## src/rtl/ctrl_pkg.sv

```systemverilog
// Shared definitions for the serial control-register block: op encodings,
// FSM states, error counter width and the register update rule.
package ctrl_pkg;

  localparam int ERR_W = 8;

  typedef enum logic [1:0] {
    OP_WR  = 2'b00,
    OP_SET = 2'b01,
    OP_CLR = 2'b10,
    OP_TGL = 2'b11
  } op_e;

  typedef enum logic {
    ST_IDLE   = 1'b0,
    ST_ACTIVE = 1'b1
  } state_e;

  function automatic logic [31:0] apply_op(input op_e op, input logic [31:0] cur,
                                           input logic [31:0] data);
    case (op)
      OP_WR:   return data;
      OP_SET:  return cur | data;
      OP_CLR:  return cur & ~data;
      OP_TGL:  return cur ^ data;
      default: return cur;
    endcase
  endfunction

endpackage

```

## src/rtl/ctrl_sync.sv

```systemverilog
// Synchronizes the serial clock/data pins into clk_i and decodes START, STOP
// and bit-sample events from the synchronized levels and their history.
module ctrl_sync #(
  parameter int SYNC_STAGES = 2
) (
  input  logic clk_i,
  input  logic rstn_i,
  input  logic ctrl_clk_i,
  input  logic ctrl_data_i,
  output logic start_o,
  output logic stop_o,
  output logic bit_o,
  output logic bit_val_o
);

  logic [SYNC_STAGES-1:0] clk_sync_q;
  logic [SYNC_STAGES-1:0] dat_sync_q;
  logic                   clk_hist_q;
  logic                   dat_hist_q;
  logic                   sclk;
  logic                   sdat;

  always_ff @(posedge clk_i or negedge rstn_i) begin
    if (!rstn_i) begin
      clk_sync_q <= '0;
      dat_sync_q <= '0;
      clk_hist_q <= 1'b0;
      dat_hist_q <= 1'b0;
    end else begin
      clk_sync_q <= {clk_sync_q[SYNC_STAGES-2:0], ctrl_clk_i};
      dat_sync_q <= {dat_sync_q[SYNC_STAGES-2:0], ctrl_data_i};
      clk_hist_q <= clk_sync_q[SYNC_STAGES-1];
      dat_hist_q <= dat_sync_q[SYNC_STAGES-1];
    end
  end

  assign sclk = clk_sync_q[SYNC_STAGES-1];
  assign sdat = dat_sync_q[SYNC_STAGES-1];

  assign start_o   = sclk & dat_hist_q & ~sdat;
  assign stop_o    = sclk & ~dat_hist_q & sdat;
  // A clock rise that coincides with a data edge is part of that condition,
  // not a data bit; this lets a frame ending in 1 be closed cleanly.
  assign bit_o     = sclk & ~clk_hist_q & ~start_o & ~stop_o;
  assign bit_val_o = sdat;

endmodule

```

## src/rtl/ctrl_regs.sv

```systemverilog
// Bank of NUM_REGS control registers written by framed serial commands
// (op, addr, data, LSB first) delimited by START/STOP conditions.
module ctrl_regs
  import ctrl_pkg::*;
#(
  parameter int NUM_REGS    = 4,
  parameter int ADDR_W      = 2,
  parameter int DATA_W      = 16,
  parameter int SYNC_STAGES = 2
) (
  input  logic                       clk_i,
  input  logic                       rstn_i,
  input  logic                       ctrl_clk_i,
  input  logic                       ctrl_data_i,
  output logic [NUM_REGS*DATA_W-1:0] regs_o,
  output logic                       upd_o,
  output logic [ADDR_W-1:0]          upd_idx_o,
  output logic                       busy_o,
  output logic [ERR_W-1:0]           err_cnt_o
);

  localparam int FRAME_W = 2 + ADDR_W + DATA_W;
  localparam int CNT_W   = $clog2(FRAME_W + 1);
  localparam logic [CNT_W-1:0]  FRAME_CNT    = CNT_W'(FRAME_W);
  localparam logic [ADDR_W:0]   NUM_REGS_LIM = (ADDR_W + 1)'(NUM_REGS);

  logic start, stop, bit_evt, bit_val;

  ctrl_sync #(.SYNC_STAGES(SYNC_STAGES)) u_sync (
    .clk_i      (clk_i),
    .rstn_i     (rstn_i),
    .ctrl_clk_i (ctrl_clk_i),
    .ctrl_data_i(ctrl_data_i),
    .start_o    (start),
    .stop_o     (stop),
    .bit_o      (bit_evt),
    .bit_val_o  (bit_val)
  );

  state_e              state_q, state_d;
  logic [FRAME_W-1:0]  sr_q, sr_d;
  logic [CNT_W-1:0]    cnt_q, cnt_d;
  logic                ovf_q, ovf_d;
  logic [DATA_W-1:0]   regs_q [NUM_REGS];
  logic [DATA_W-1:0]   regs_d [NUM_REGS];
  logic                upd_q, upd_d;
  logic [ADDR_W-1:0]   idx_q, idx_d;
  logic [ERR_W-1:0]    err_q, err_d;

  op_e                 f_op;
  logic [ADDR_W-1:0]   f_addr;
  logic [DATA_W-1:0]   f_data;
  logic                accept;

  assign f_op   = op_e'(sr_q[1:0]);
  assign f_addr = sr_q[2 +: ADDR_W];
  assign f_data = sr_q[2+ADDR_W +: DATA_W];
  assign accept = (cnt_q == FRAME_CNT) && !ovf_q && ({1'b0, f_addr} < NUM_REGS_LIM);

  always_comb begin
    // NOTE: every _d signal gets its hold value first, so no path leaves one unassigned and no latch is inferred.
    state_d = state_q;
    sr_d    = sr_q;
    cnt_d   = cnt_q;
    ovf_d   = ovf_q;
    regs_d  = regs_q;
    upd_d   = 1'b0;
    idx_d   = idx_q;
    err_d   = err_q;

    if (start) begin
      state_d = ST_ACTIVE;
      sr_d    = '0;
      cnt_d   = '0;
      ovf_d   = 1'b0;
    end else if (state_q == ST_ACTIVE) begin
      if (stop) begin
        state_d = ST_IDLE;
        if (accept) begin
          for (int r = 0; r < NUM_REGS; r++) begin
            if (f_addr == ADDR_W'(r)) begin
              regs_d[r] = DATA_W'(apply_op(f_op, 32'(regs_q[r]), 32'(f_data)));
            end
          end
          upd_d = 1'b1;
          idx_d = f_addr;
        end else if (err_q != '1) begin
          err_d = err_q + ERR_W'(1);
        end
      end else if (bit_evt) begin
        // The count stops at FRAME_W so it can never wrap back to a legal length.
        if (cnt_q == FRAME_CNT) begin
          ovf_d = 1'b1;
        end else begin
          sr_d  = {bit_val, sr_q[FRAME_W-1:1]};
          cnt_d = cnt_q + CNT_W'(1);
        end
      end
    end
  end

  // NOTE: state uses non-blocking assignments only, so every flop samples the pre-edge values.
  always_ff @(posedge clk_i or negedge rstn_i) begin
    if (!rstn_i) begin
      state_q <= ST_IDLE;
      sr_q    <= '0;
      cnt_q   <= '0;
      ovf_q   <= 1'b0;
      // NOTE: the register file is small and must read 0 out of reset, so it is built from resettable flops.
      for (int r = 0; r < NUM_REGS; r++) regs_q[r] <= '0;
      upd_q   <= 1'b0;
      idx_q   <= '0;
      err_q   <= '0;
    end else begin
      state_q <= state_d;
      sr_q    <= sr_d;
      cnt_q   <= cnt_d;
      ovf_q   <= ovf_d;
      regs_q  <= regs_d;
      upd_q   <= upd_d;
      idx_q   <= idx_d;
      err_q   <= err_d;
    end
  end

  for (genvar g = 0; g < NUM_REGS; g++) begin : g_regs_out
    assign regs_o[g*DATA_W +: DATA_W] = regs_q[g];
  end

  assign upd_o     = upd_q;
  assign upd_idx_o = idx_q;
  assign busy_o    = (state_q == ST_ACTIVE);
  assign err_cnt_o = err_q;

endmodule

```

## config.mk

```make
export PLATFORM = sky130hd
export DESIGN_NAME = ctrl_regs
export DESIGN_NICKNAME = d
export VERILOG_FILES = /design/src/rtl/ctrl_pkg.sv /design/src/rtl/ctrl_sync.sv /design/src/rtl/ctrl_regs.sv
export SDC_FILE = /design/constraint.sdc
export NUM_CORES = 1
export LEC_CHECK = 0
export CORE_UTILIZATION = 45
export CTS_BUF_LIST = sky130_fd_sc_hd__clkbuf_2
export DETAILED_ROUTE_END_ITERATION = 12
export GPL_TIMING_DRIVEN = 0
export PLACE_DENSITY = 0.66
export SETUP_SLACK_MARGIN = 0.05
export SLEW_MARGIN = 10
export SYNTH_ARGS = -nofsm -noshare
export SYNTH_HDL_FRONTEND = slang
export SYNTH_SLANG_ARGS = --single-unit
```

## constraint.sdc

```tcl
create_clock -name clk_i -period 2.75 [get_ports clk_i]
set_input_delay 0.275 -clock clk_i [delete_from_list [all_inputs] [get_ports clk_i]]
set_output_delay 0.275 -clock clk_i [all_outputs]
set_load 0.02 [all_outputs]
```

==> results_dict.tcl <==
set metrics [dict create \
    final_antenna_net_count 0 \
    rr_endpoint "regs_o[47]" \
    ys_ff_latch 108 \
    synthCells 768 \
    synth_top_area_share_pct 34.30 \
    finalWorstSetupSlack_ns 0.2734 \
    setup_viol 0 \
    vias_per_cell 5.577 \
    initial_utilization_pct 45.87 \
    cts_tree "yes" \
    tightest_slew_ns 0.9301 \
    track_usage_pct 23.69 \
    ios 80 \
    chipHeight_um 134.3 \
    peakVddDrop_mv 0.3611 \
    gp_congestion 0.8332 \
    place_hpwl_mm 14.30 \
    ys_seq_area_share_pct 34.30 \
    rsz0062_at_grt "no" \
    crit_type "reg2reg" \
    vias 6084 \
    synth_area_leaders "dfrtp_1 (34%), ha_1 (21%), mux2_2 (8.9%)" \
    wl_mm 20.50 \
    hold_viol_final 0 \
    critical-path-slowest-cell "nor4_2" \
    final.period_utilization_pct 90.06 \
    clk_pin_slew_worst_paths_ns 0.32 \
    drt_iter0_markers 384 \
    yosys.area.top_type "dfrtp_1" \
    ctsResizeCount 0 \
    h-tree-depth 3 \
    routedWlPerCell_um 18.79 \
    synth.distinct_cells 39 \
    pwr_density_cell_nw_per_um2 506.8 \
    synth_most_common_cell "ha_1" \
    syn_area_um2 7879 \
    max_stage_delay_ns 0.64 \
    path_cells "inv_1 > ha_1 > nand4b_4 > nor4_2 > clkbuf_1 > o21ai_0" \
    drt_first_pass_iters 5 \
    grt_pass1_wl_mm 32.71 \
    area_delta_synth_final_pct 15.56 \
    drc 0 \
    crit_start "cnt_q[1]" \
    worstSkewPairLatency_ns 0.65 \
    die_w_um 134.3 \
    clock_sinks 108 \
    status "completed" \
    setup_tns_ns 0 \
    crit_cells 6 \
    slew_headroom_pct 38.00 \
    yosys_warnings 0 \
    fillCellCount 1610 \
    fmax_mhz 403.8 \
    worstPathArrival_ns 2.99 \
    clockBufferDepth 2 \
    synth_common_cells "ha_1 (131), dfrtp_1 (108), inv_1 (95), a21oi_1 (73), mux2_2 (62)" \
    drv_cap 0 \
    clock_skew_ns 0.04541 \
    place_ws_ns 0.3858 \
    path_max_fanout 10 \
    antenna_found_initial 1 \
    synth-edff-count 0 \
    rows 48 \
    min_period_ns 2.477 \
    crit_path_end_kind "flop" \
    grt_pass1_vias 5978 \
    syn-num-nets 903 \
    cts_root_buffer "clkbuf_2" \
    critPathRequiredTime_ns 3.26 \
    async_reset_ff_share_pct 100.0 \
    core_area_um2 17180 \
    ff2ff_setup_slack_ns 0.27 \
    place.port_buffers 79 \
    p_leak_nw 4.240 \
    nNetsFinal 995 \
    cp_top_family "simple AND/OR/NAND/NOR gates" \
    cts-buffers-inserted 9 \
    crit_path_end "regs_o[47]" \
    power_mw 4.614 \
    avgSynthCellArea_um2 10.26 \
    r2r_cells 6 \
    ys.flop_type "dfrtp_1" \
    r2r-start "cnt_q[1]" \
    drive_gt1_share_pct 12.14 \
    crit_buf_inv 2 \
    hp-class "in2async" \
    die_area_um2 18040 \
    drv_slew 0 \
    overflow 0 \
    critPathLaunchType "flop" \
    grt_max_degree 75 \
]
[worst min-delay path by stage]
stage	to	slack, ns	cells past startpoint	startpoint
floorplan	busy_o	-0.02	0	rstn_i
global placement	u_sync.clk_sync_q[1]	0.33	0	u_sync.clk_sync_q[0]
CTS	u_sync.clk_sync_q[0]	0.03	1	ctrl_clk_i
global route	u_sync.dat_sync_q[0]	0.02	1	ctrl_data_i
detailed placement	regs_o[58]	0.20	1	rstn_i
finish	regs_o[58]	0.04	2	rstn_i
[cell families after synthesis]
kind of cell             count (synthesis)  share of synthesized area, %
XOR/XNOR                                 4                        0.4446
buffers and inverters                  140                         7.194
flip-flops                             108                         34.30
multiplexers                           118                         17.09
AND/OR/NAND/NOR                         96                         6.241
adder cells (fa/ha/maj)                133                         21.06
AO/OA/AOI/OAI                          169                         13.67
[cell type report]
type                            count  area [um2]  area share, %
Timing Repair Buffer               81       829.5          9.111
Tap cell                          225       281.5          3.092
Clock inverter                      7       67.56         0.7421
Antenna cell                        1       2.502        0.02748
Multi-Input combinational cell    520        4609          50.63
Buffer                             45       210.2          2.309
Clock buffer                        9       45.04         0.4947
Sequential cell                   108        2703          29.68
Inverter                           95       356.6          3.916
[power breakdown]
part	internal (mW)	switching, mW	leakage (nW)
combinational	0.756	1.21	2.71
sequential	1.71	0.156	1.45
clock	0.208	0.580	0.0754
[through the flow]
stage                     hold slack, ns  utilization [%]  instance area, um2  cells
after global placement            0.3334            52.11                8951   1072
after global routing             0.02214            53.01                9105   1091
after detailed placement          0.1975            52.28                8980   1073
final                            0.03668            53.01                9105   1091
after CTS                        0.02842            52.99                9102   1090
after floorplan                 -0.02059                -                7879    768
[per-layer routing]
| metal | vias to the layer above | GRT usage (%) | share of wire (%) |
|---|---|---|---|
| li1 | 2886 | - | - |
| met1 | 2994 | 32.43 | 46 |
| met2 | 176 | 38.14 | 47 |
| met3 | 28 | 3.855 | 5.8 |
| met4 | 0 | 7.740 | 1.8 |
| met5 | - | 0 | 0 |
[state kept, by name, summed over array words and instances, names as in the netlist]
name,flops
err_cnt_o,8
u_sync.clk_sync_q,2
regs_o,64
u_sync.clk_hist_q,1
sr_q,20
upd_o,1
u_sync.dat_sync_q,2
cnt_q,5
u_sync.dat_hist_q,1
busy_o,1
upd_idx_o,2
ovf_q,1
[worst reg2reg max path, delay by kind of cell, from the launching register on]
family | cells | cell delay [ns]
AO/OA/AOI/OAI | 1 | 0.17
adder cells (fa/ha/maj) | 1 | 0.19
flip-flops | 1 | 0.50
buffers and inverters | 2 | 0.65
AND/OR/NAND/NOR | 2 | 0.83
[repair_timing]
action                                  CTS  global route
endpoints found under the hold margin   108             0
setup buffers                             0             0
hold buffers                              1             0
endpoints found under the setup margin    0             0
[cell usage in the layout, fill, tap and decap left out, drive strengths merged, types with 2 or more instances in the layout]
cell type / count
a211oi: 57
a21oi: 73
a31oi: 3
and2: 2
and3: 6
buf: 25
clkbuf: 31
clkdlybuf4s50: 78
clkinv: 6
dfrtp: 108
ha: 131
inv: 95
maj3: 2
mux2: 62
mux2i: 49
mux4: 7
nand2: 14
nand2b: 2
nand3: 6
nand4b: 2
nor2: 52
nor3: 6
nor4: 3
o2111ai: 2
o21ai: 13
o32ai: 18
xor2: 4
No activity file was read; power rests on OpenSTA's default activity.
==> patch 1, RTL diff (config.mk and constraints unchanged) <==
The package constant `ERR_W` goes from 8 to 6.
--- a/src/rtl/ctrl_pkg.sv
+++ b/src/rtl/ctrl_pkg.sv
@@ -2,7 +2,7 @@
 // FSM states, error counter width and the register update rule.
 package ctrl_pkg;
 
-  localparam int ERR_W = 8;
+  localparam int ERR_W = 6;
 
   typedef enum logic [1:0] {
     OP_WR  = 2'b00,
Ports: changed (resized err_cnt_o); port bits go from 80 to 78. No check against the original RTL was run, so the function may have changed too.
==> patch 1 against the unedited design <==
- setup slack gained 4.0 ps
- power barely moved
- final area shrank 0.88%
- sequential cell count decreased by 2
- synthesized area fell by 1.2%
- first-iteration DRC count is 13% higher
- non-clock buffer count up 1
- routed wire length fell by 5.1%
- critical path depth grew 1
- critical path type unchanged
- critical endpoint is now regs_o[59]$_DFFE_PN0P_
- highest routed layer unchanged
==> patch 1: results (changes against the unedited design) <==
Run status:
- The run finished with clean final reports.

Drt:
- The total via count in the routed design came to 5793 (-4.8%).
- The detailed-routing iteration count for the pre-antenna-repair pass is 4 (-1).
- The wire length reported by the detailed router is 19450 um (-5.1%).
- The DRC violation count after routing came to 0 (unchanged).
- The number of vias per cell was 5.434 (-2.5%).
- The number of violations reported at the end of detailed-routing iteration 0 came to 434 (+13%).

Critical path:
- The maximum net fanout on the critical path came to 10 (unchanged).
- The worst endpoint data arrival time came to 3040 ps (+50 ps).
- The cell with the biggest individual delay on the critical path is nor4_1.
- The worst stage delay on the critical path is 690 ps (+50 ps).
- The cell family contributing the most delay on the critical path is simple AND/OR/NAND/NOR gates.

Synthesis:
- The total number of yosys warnings is 0 (unchanged).
- The proportion of synthesized flip-flops having asynchronous set or reset was 1.000 (unchanged).
- After synthesis, the cell types taking the most area are dfrtp_1 (34%), ha_1 (21%), mux2_2 (7.7%), mux2i_1 (6.2%), inv_1 (4.8%).
- For this run, the leading register cell type out of synthesis is dfrtp_1.
- The net count of the mapped netlist is 884 (-2.1%).
- The number of instances in the synthesized netlist was 749 (-2.5%).
- After synthesis, the most frequently instantiated cells are ha_1 (131), dfrtp_1 (106), inv_1 (100).
- The sequential element share of the synthesized area is 0.3407 (-0.002294).
- The number of unique standard cell types used by synthesis is 40 (+2.6%).

GRT:
- The initial antenna violation count is 1 (unchanged).
- The total track usage is 0.2311 (-0.005723).
- The pin count of the biggest net entering global routing is 64 (-15%).
- The number of global-route vias before repair is 5736 (-4.0%).
- The first-pass GRT wire length is 31650 um (-3.2%).

Clock tree:
- The post-CTS clock slew at the launch and capture registers of the worst setup and hold paths is 290 ps (-30 ps).
- The clock tree buffer depth came to 2 (unchanged).
- The CTS H-tree depth is 3 (unchanged).
- The number of buffers created by CTS is 9 (unchanged).
- The clock latency of the later-clocked register in the worst-skew pair was 630 ps (-20 ps).
- The post-CTS setup repair buffer count is 0 (unchanged).
- The buffer cell driving the clock tree root is clkbuf_2.

Placement:
- The pre-CTS setup slack was 358.4 ps (-27.49 ps).
- The post-placement cell area is 8860 sq um (-1.3%).
- The final weighted congestion in routability-driven placement came to 0.8072 (-3.1%).
- The number of buffer cells added on primary ports is 77 (-2.5%).
- The placed instance count was 1047 (-2.4%).
- The HPWL reported at the end of detailed placement was 13820 um (-3.3%).

Timing:
- The worst clock skew is 32.03 ps (-13.38 ps).
- The transition at the pin with the smallest max-transition slack is 806.8 ps (-123.3 ps).

Hold path:
- The min-delay analysis places its worst path in the category in -> async.

Power:
- The maximum vdd ir drop is 0.0002349 V (-35%).
- The leakage power summed over all cells was 4.236 nW (about the same).

Finish:
- The number of fillers in the final layout was 1546 (-4.0%).
- The flip-flop count of the largest register after layout came to 64 (unchanged).
- The sequential cell area in the final layout came to 2653 sq um (-1.9%).
- The net total in the final layout is 976 (-1.9%).
- The fraction of layout cells with a size suffix above 1 is 0.1172 (-0.004228).
patch 1: changes by cell type in the layout (fill, tap and decap cells not counted), moves of 4 or more:
cell | before | now
a21oi_1 | 73 | 57
nor2_1 | 52 | 40
a211oi_1 | 57 | 48
mux2_2 | 62 | 53
mux4_2 | 7 | 16
clkbuf_1 | 22 | 30
o21ai_0 | 13 | 19
buf_1 | 11 | 6
inv_1 | 95 | 100
clkinv_2 | 4 | 0
nand2_1 | 14 | 18
xor2_1 | 4 | 0
patch 1: per-layer routing:
metal	track usage	vias to the layer above	share of wire
li1	-	2818	-
met1	0.3383	2830	0.48
met4	0.07134	0	0.015
met2	0.3536	127	0.45
met5	0	-	0
met3	0.02968	18	0.050
patch 1: path summary, 6_finish.rpt:
check	from	endpoint	slack, ps	cells past startpoint
max in group asynchronous	rstn_i	regs_o[10]$_DFFE_PN0P_	1990	3
hold reg to reg	u_sync.dat_sync_q[0]$_DFF_PN0_	u_sync.dat_sync_q[1]$_DFF_PN0_	390	0
setup / recovery	cnt_q[0]$_DFFE_PN0P_	regs_o[59]$_DFFE_PN0P_	280	7
hold / removal	rstn_i	err_cnt_o[5]$_DFFE_PN0P_	80	2
min in group clk_i	u_sync.dat_sync_q[0]$_DFF_PN0_	u_sync.dat_sync_q[1]$_DFF_PN0_	390	0
setup reg to reg	cnt_q[0]$_DFFE_PN0P_	regs_o[59]$_DFFE_PN0P_	280	7
patch 1: cell families after synthesis:
family	Yosys count	synth area share
AO/OA/AOI/OAI	149	0.1220
buffers and inverters	147	0.07441
adder cells (fa/ha/maj)	136	0.2170
multiplexers	117	0.1847
flip-flops	106	0.3407
AND/OR/NAND/NOR	92	0.05899
XOR/XNOR	2	0.002250
patch 1: area by class of cell:
class,instances,area share
antenna,1,0.0002773
buffer,46,0.02218
clock buffer,11,0.006100
clock inverter,4,0.008596
inverter,101,0.04201
multi-input combinational,496,0.5045
sequential,106,0.2939
tap,220,0.03050
timing repair buffer,81,0.09192
patch 1: worst register-to-register path: cells and delay by family, from the launching register on:
family	cells	cell delay [ps]
adders and majority gates	1	170
AOI/OAI and AO/OA	1	120
buffers and inverters	2	620
and+or+nand+nor	3	1020
DFF	1	500
patch 1: where the power goes:
part	internal [mW]	switching, mW
Clock	0.307	0.553
Sequential	1.68	0.163
Combinational	0.782	1.13
Total	2.77	1.85
patch 1: timing repair:
| item | in CTS | in global routing |
|---|---|---|
| gates resized for setup | 0 | 0 |
| setup endpoints to repair | 0 | 0 |
| hold buffers | 3 | 0 |
| hold endpoints to repair | 108 | 0 |
==> patch 2, RTL diff (same flow settings) <==
Without the edit above. `sr_q` no longer has a reset.
--- a/src/rtl/ctrl_regs.sv
+++ b/src/rtl/ctrl_regs.sv
@@ -103,7 +103,6 @@
   always_ff @(posedge clk_i or negedge rstn_i) begin
     if (!rstn_i) begin
       state_q <= ST_IDLE;
-      sr_q    <= '0;
       cnt_q   <= '0;
       ovf_q   <= 1'b0;
       // NOTE: the register file is small and must read 0 out of reset, so it is built from resettable flops.
@@ -113,7 +112,6 @@
       err_q   <= '0;
     end else begin
       state_q <= state_d;
-      sr_q    <= sr_d;
       cnt_q   <= cnt_d;
       ovf_q   <= ovf_d;
       regs_q  <= regs_d;
@@ -121,6 +119,10 @@
       idx_q   <= idx_d;
       err_q   <= err_d;
     end
+  end
+
+  always_ff @(posedge clk_i) begin
+    sr_q <= sr_d;
   end
 
   for (genvar g = 0; g < NUM_REGS; g++) begin : g_regs_out
Check against the original RTL: no difference found for any inputs over 4 cycles, from zero or initial values and one cycle with rstn_i low; that may be too few to reach the edited logic, so the function may still have changed.
==> patch 2 against the unedited design <==
- worst hold slack gained 19 ps
- final area shrank 0.14%
- clock skew shrank 13 ps
- setup slack lost 5.6 ps
- routed wire length shrank 7.5%
- synthesized area shrank 0.56%
- sequential cell count is the same
Power is not compared: it rests on default switching activity, and its combinational part moved more than twofold at a synthesized area within 25%.
==> patch 2: results (changes against the unedited design) <==
Run status:
- The run finished with clean final reports.

Critical path:
- Among all stages on the critical path, the largest delay is contributed by nor4b_4.
- The critical path ends at regs_o[6]$_DFFE_PN0P_.
- In this design, the largest share of critical-path delay is due to simple AND/OR/NAND/NOR gates.
- The worst endpoint data arrival time came to 3080 ps (+90 ps).
- The worst stage delay on the critical path is 700 ps (+60 ps).
- The critical path startpoint is cnt_q[0]$_DFFE_PN0P_.

Synthesis:
- The number of unique standard cell types used by synthesis came to 44 (+13%).
- The sequential element share of the synthesized area is 0.3322 (-0.01086).
- The net count of the mapped netlist is 940 (+4.1%).
- By count the netlist is led by ha_1 (131), a21oi_1 (124), nor2_1 (91).
- Yosys attributes the largest share of cell area to dfrtp_1 (28%), ha_1 (21%), a21oi_1 (7.9%), mux2_2 (6.5%), a211oi_1 (5.7%).
- The proportion of synthesized flip-flops having asynchronous set or reset was 0.8148 (-0.1852).

Finish:
- The fraction of layout cells with a size suffix above 1 is 0.1217 (+0.0002941).
- The net total in the final layout was 1034 (+3.9%).

Drt:
- The number of violations reported at the end of detailed-routing iteration 0 is 289 (-25%).
- The number of vias per cell is 5.298 (-5.0%).
- The met3 wirelength from detailed routing was 729 um (-39%).
- The met1 routed wirelength after detailed routing is 9474 um (+0.77%).
- The wire length reported by the detailed router came to 18960 um (-7.5%).
- The routed length on met2 is 8396 um (-12%).

Power:
- The power in sequential cells is 1.73 mW.
- The leakage power summed over all cells is 4.117 nW.

Placement:
- The HPWL reported at the end of detailed placement is 13540 um (-5.3%).
- The final weighted congestion in routability-driven placement is 0.8025 (-3.7%).
- The pre-CTS setup slack is 351.3 ps (-34.59 ps).

GRT:
- The global routing usage on met3 came to 0.02834 (-0.01020).
- The met2 track utilization from global routing is 0.3437 (-0.03771).
- The number of global-route vias before repair was 5587 (-6.5%).
- The first-pass GRT wire length was 30570 um (-6.5%).
- The pin count of the biggest net entering global routing was 52 (-31%).
- The total track usage is 0.2209 (-0.01596).
- The global-route track usage on met1 is 0.3145 (-0.009754).

Clock tree:
- The post-cts hold buffer count is 3 (+2).
- The post-cts resize count is 0 (unchanged).
- The number of buffers created by CTS came to 9 (unchanged).
- The clock latency of the later-clocked register in the worst-skew pair is 680 ps (+30 ps).
- The post-CTS clock slew at the launch and capture registers of the worst setup and hold paths is 360 ps (+40 ps).
- The clock tree buffer depth is 2 (unchanged).

Timing:
- The final worst hold slack was 55.63 ps (+18.96 ps).
- The minimum clock period after layout is 2482 ps (+5.599 ps).
- The worst clock skew came to 32.53 ps (-12.88 ps).
[patch 2: cell count changes after synthesis, moves of 14 or more]
cell,change
nor2_1,+39
mux2_4,+18
mux2_2,-17
dfrtp_1,-20
nor2b_1,+14
dfxtp_1,+20
mux2i_1,-25
o32ai_1,-18
a21oi_1,+51
[patch 2: how the worst min path moves through the flow]
stage | start | endpoint
floorplan | rstn_i | busy_o$_DFF_PN0_
global placement | u_sync.dat_sync_q[0]$_DFF_PN0_ | u_sync.dat_sync_q[1]$_DFF_PN0_
detailed placement | rstn_i | regs_o[11]$_DFFE_PN0P_
CTS | rstn_i | regs_o[15]$_DFFE_PN0P_
global route | rstn_i | regs_o[15]$_DFFE_PN0P_
finish | rstn_i | regs_o[58]$_DFFE_PN0P_
[patch 2: cells by family (layout without fill, tap and decap cells)]
kind of cell               Yosys count  in the layout  synth area share
AOI/OAI and AO/OA                  194            194            0.1460
xor gates and xnor gates            10             10           0.01118
adders and majority gates          131            131            0.2092
buffers and inverters              132            231           0.07170
DFF                                108            108            0.3322
muxes                               89             89            0.1356
other                                0              1                 0
and+or+nand+nor                    141            141           0.09422
[patch 2: layout make-up]
cell class / instances / area [sq um]
fill: 1574 / 7726
timing repair buffer: 83 / 845.8
multi-input combinational: 565 / 4671
inverter: 85 / 319.1
clock inverter: 7 / 88.84
clock buffer: 9 / 45.04
buffer: 47 / 242.7
antenna: 1 / 2.502
sequential: 108 / 2603
tap: 220 / 275.3
[patch 2: per-stage QoR]
| stage | instance area [sq um] | instances | utilization |
|---|---|---|---|
| after global routing | 9092 | 1125 | 0.5406 |
| final | 9092 | 1125 | 0.5406 |
| after global placement | 8901 | 1104 | 0.5292 |
| after CTS | 9090 | 1124 | 0.5405 |
| after floorplan | 7835 | 805 | - |
| after detailed placement | 8926 | 1105 | 0.5307 |
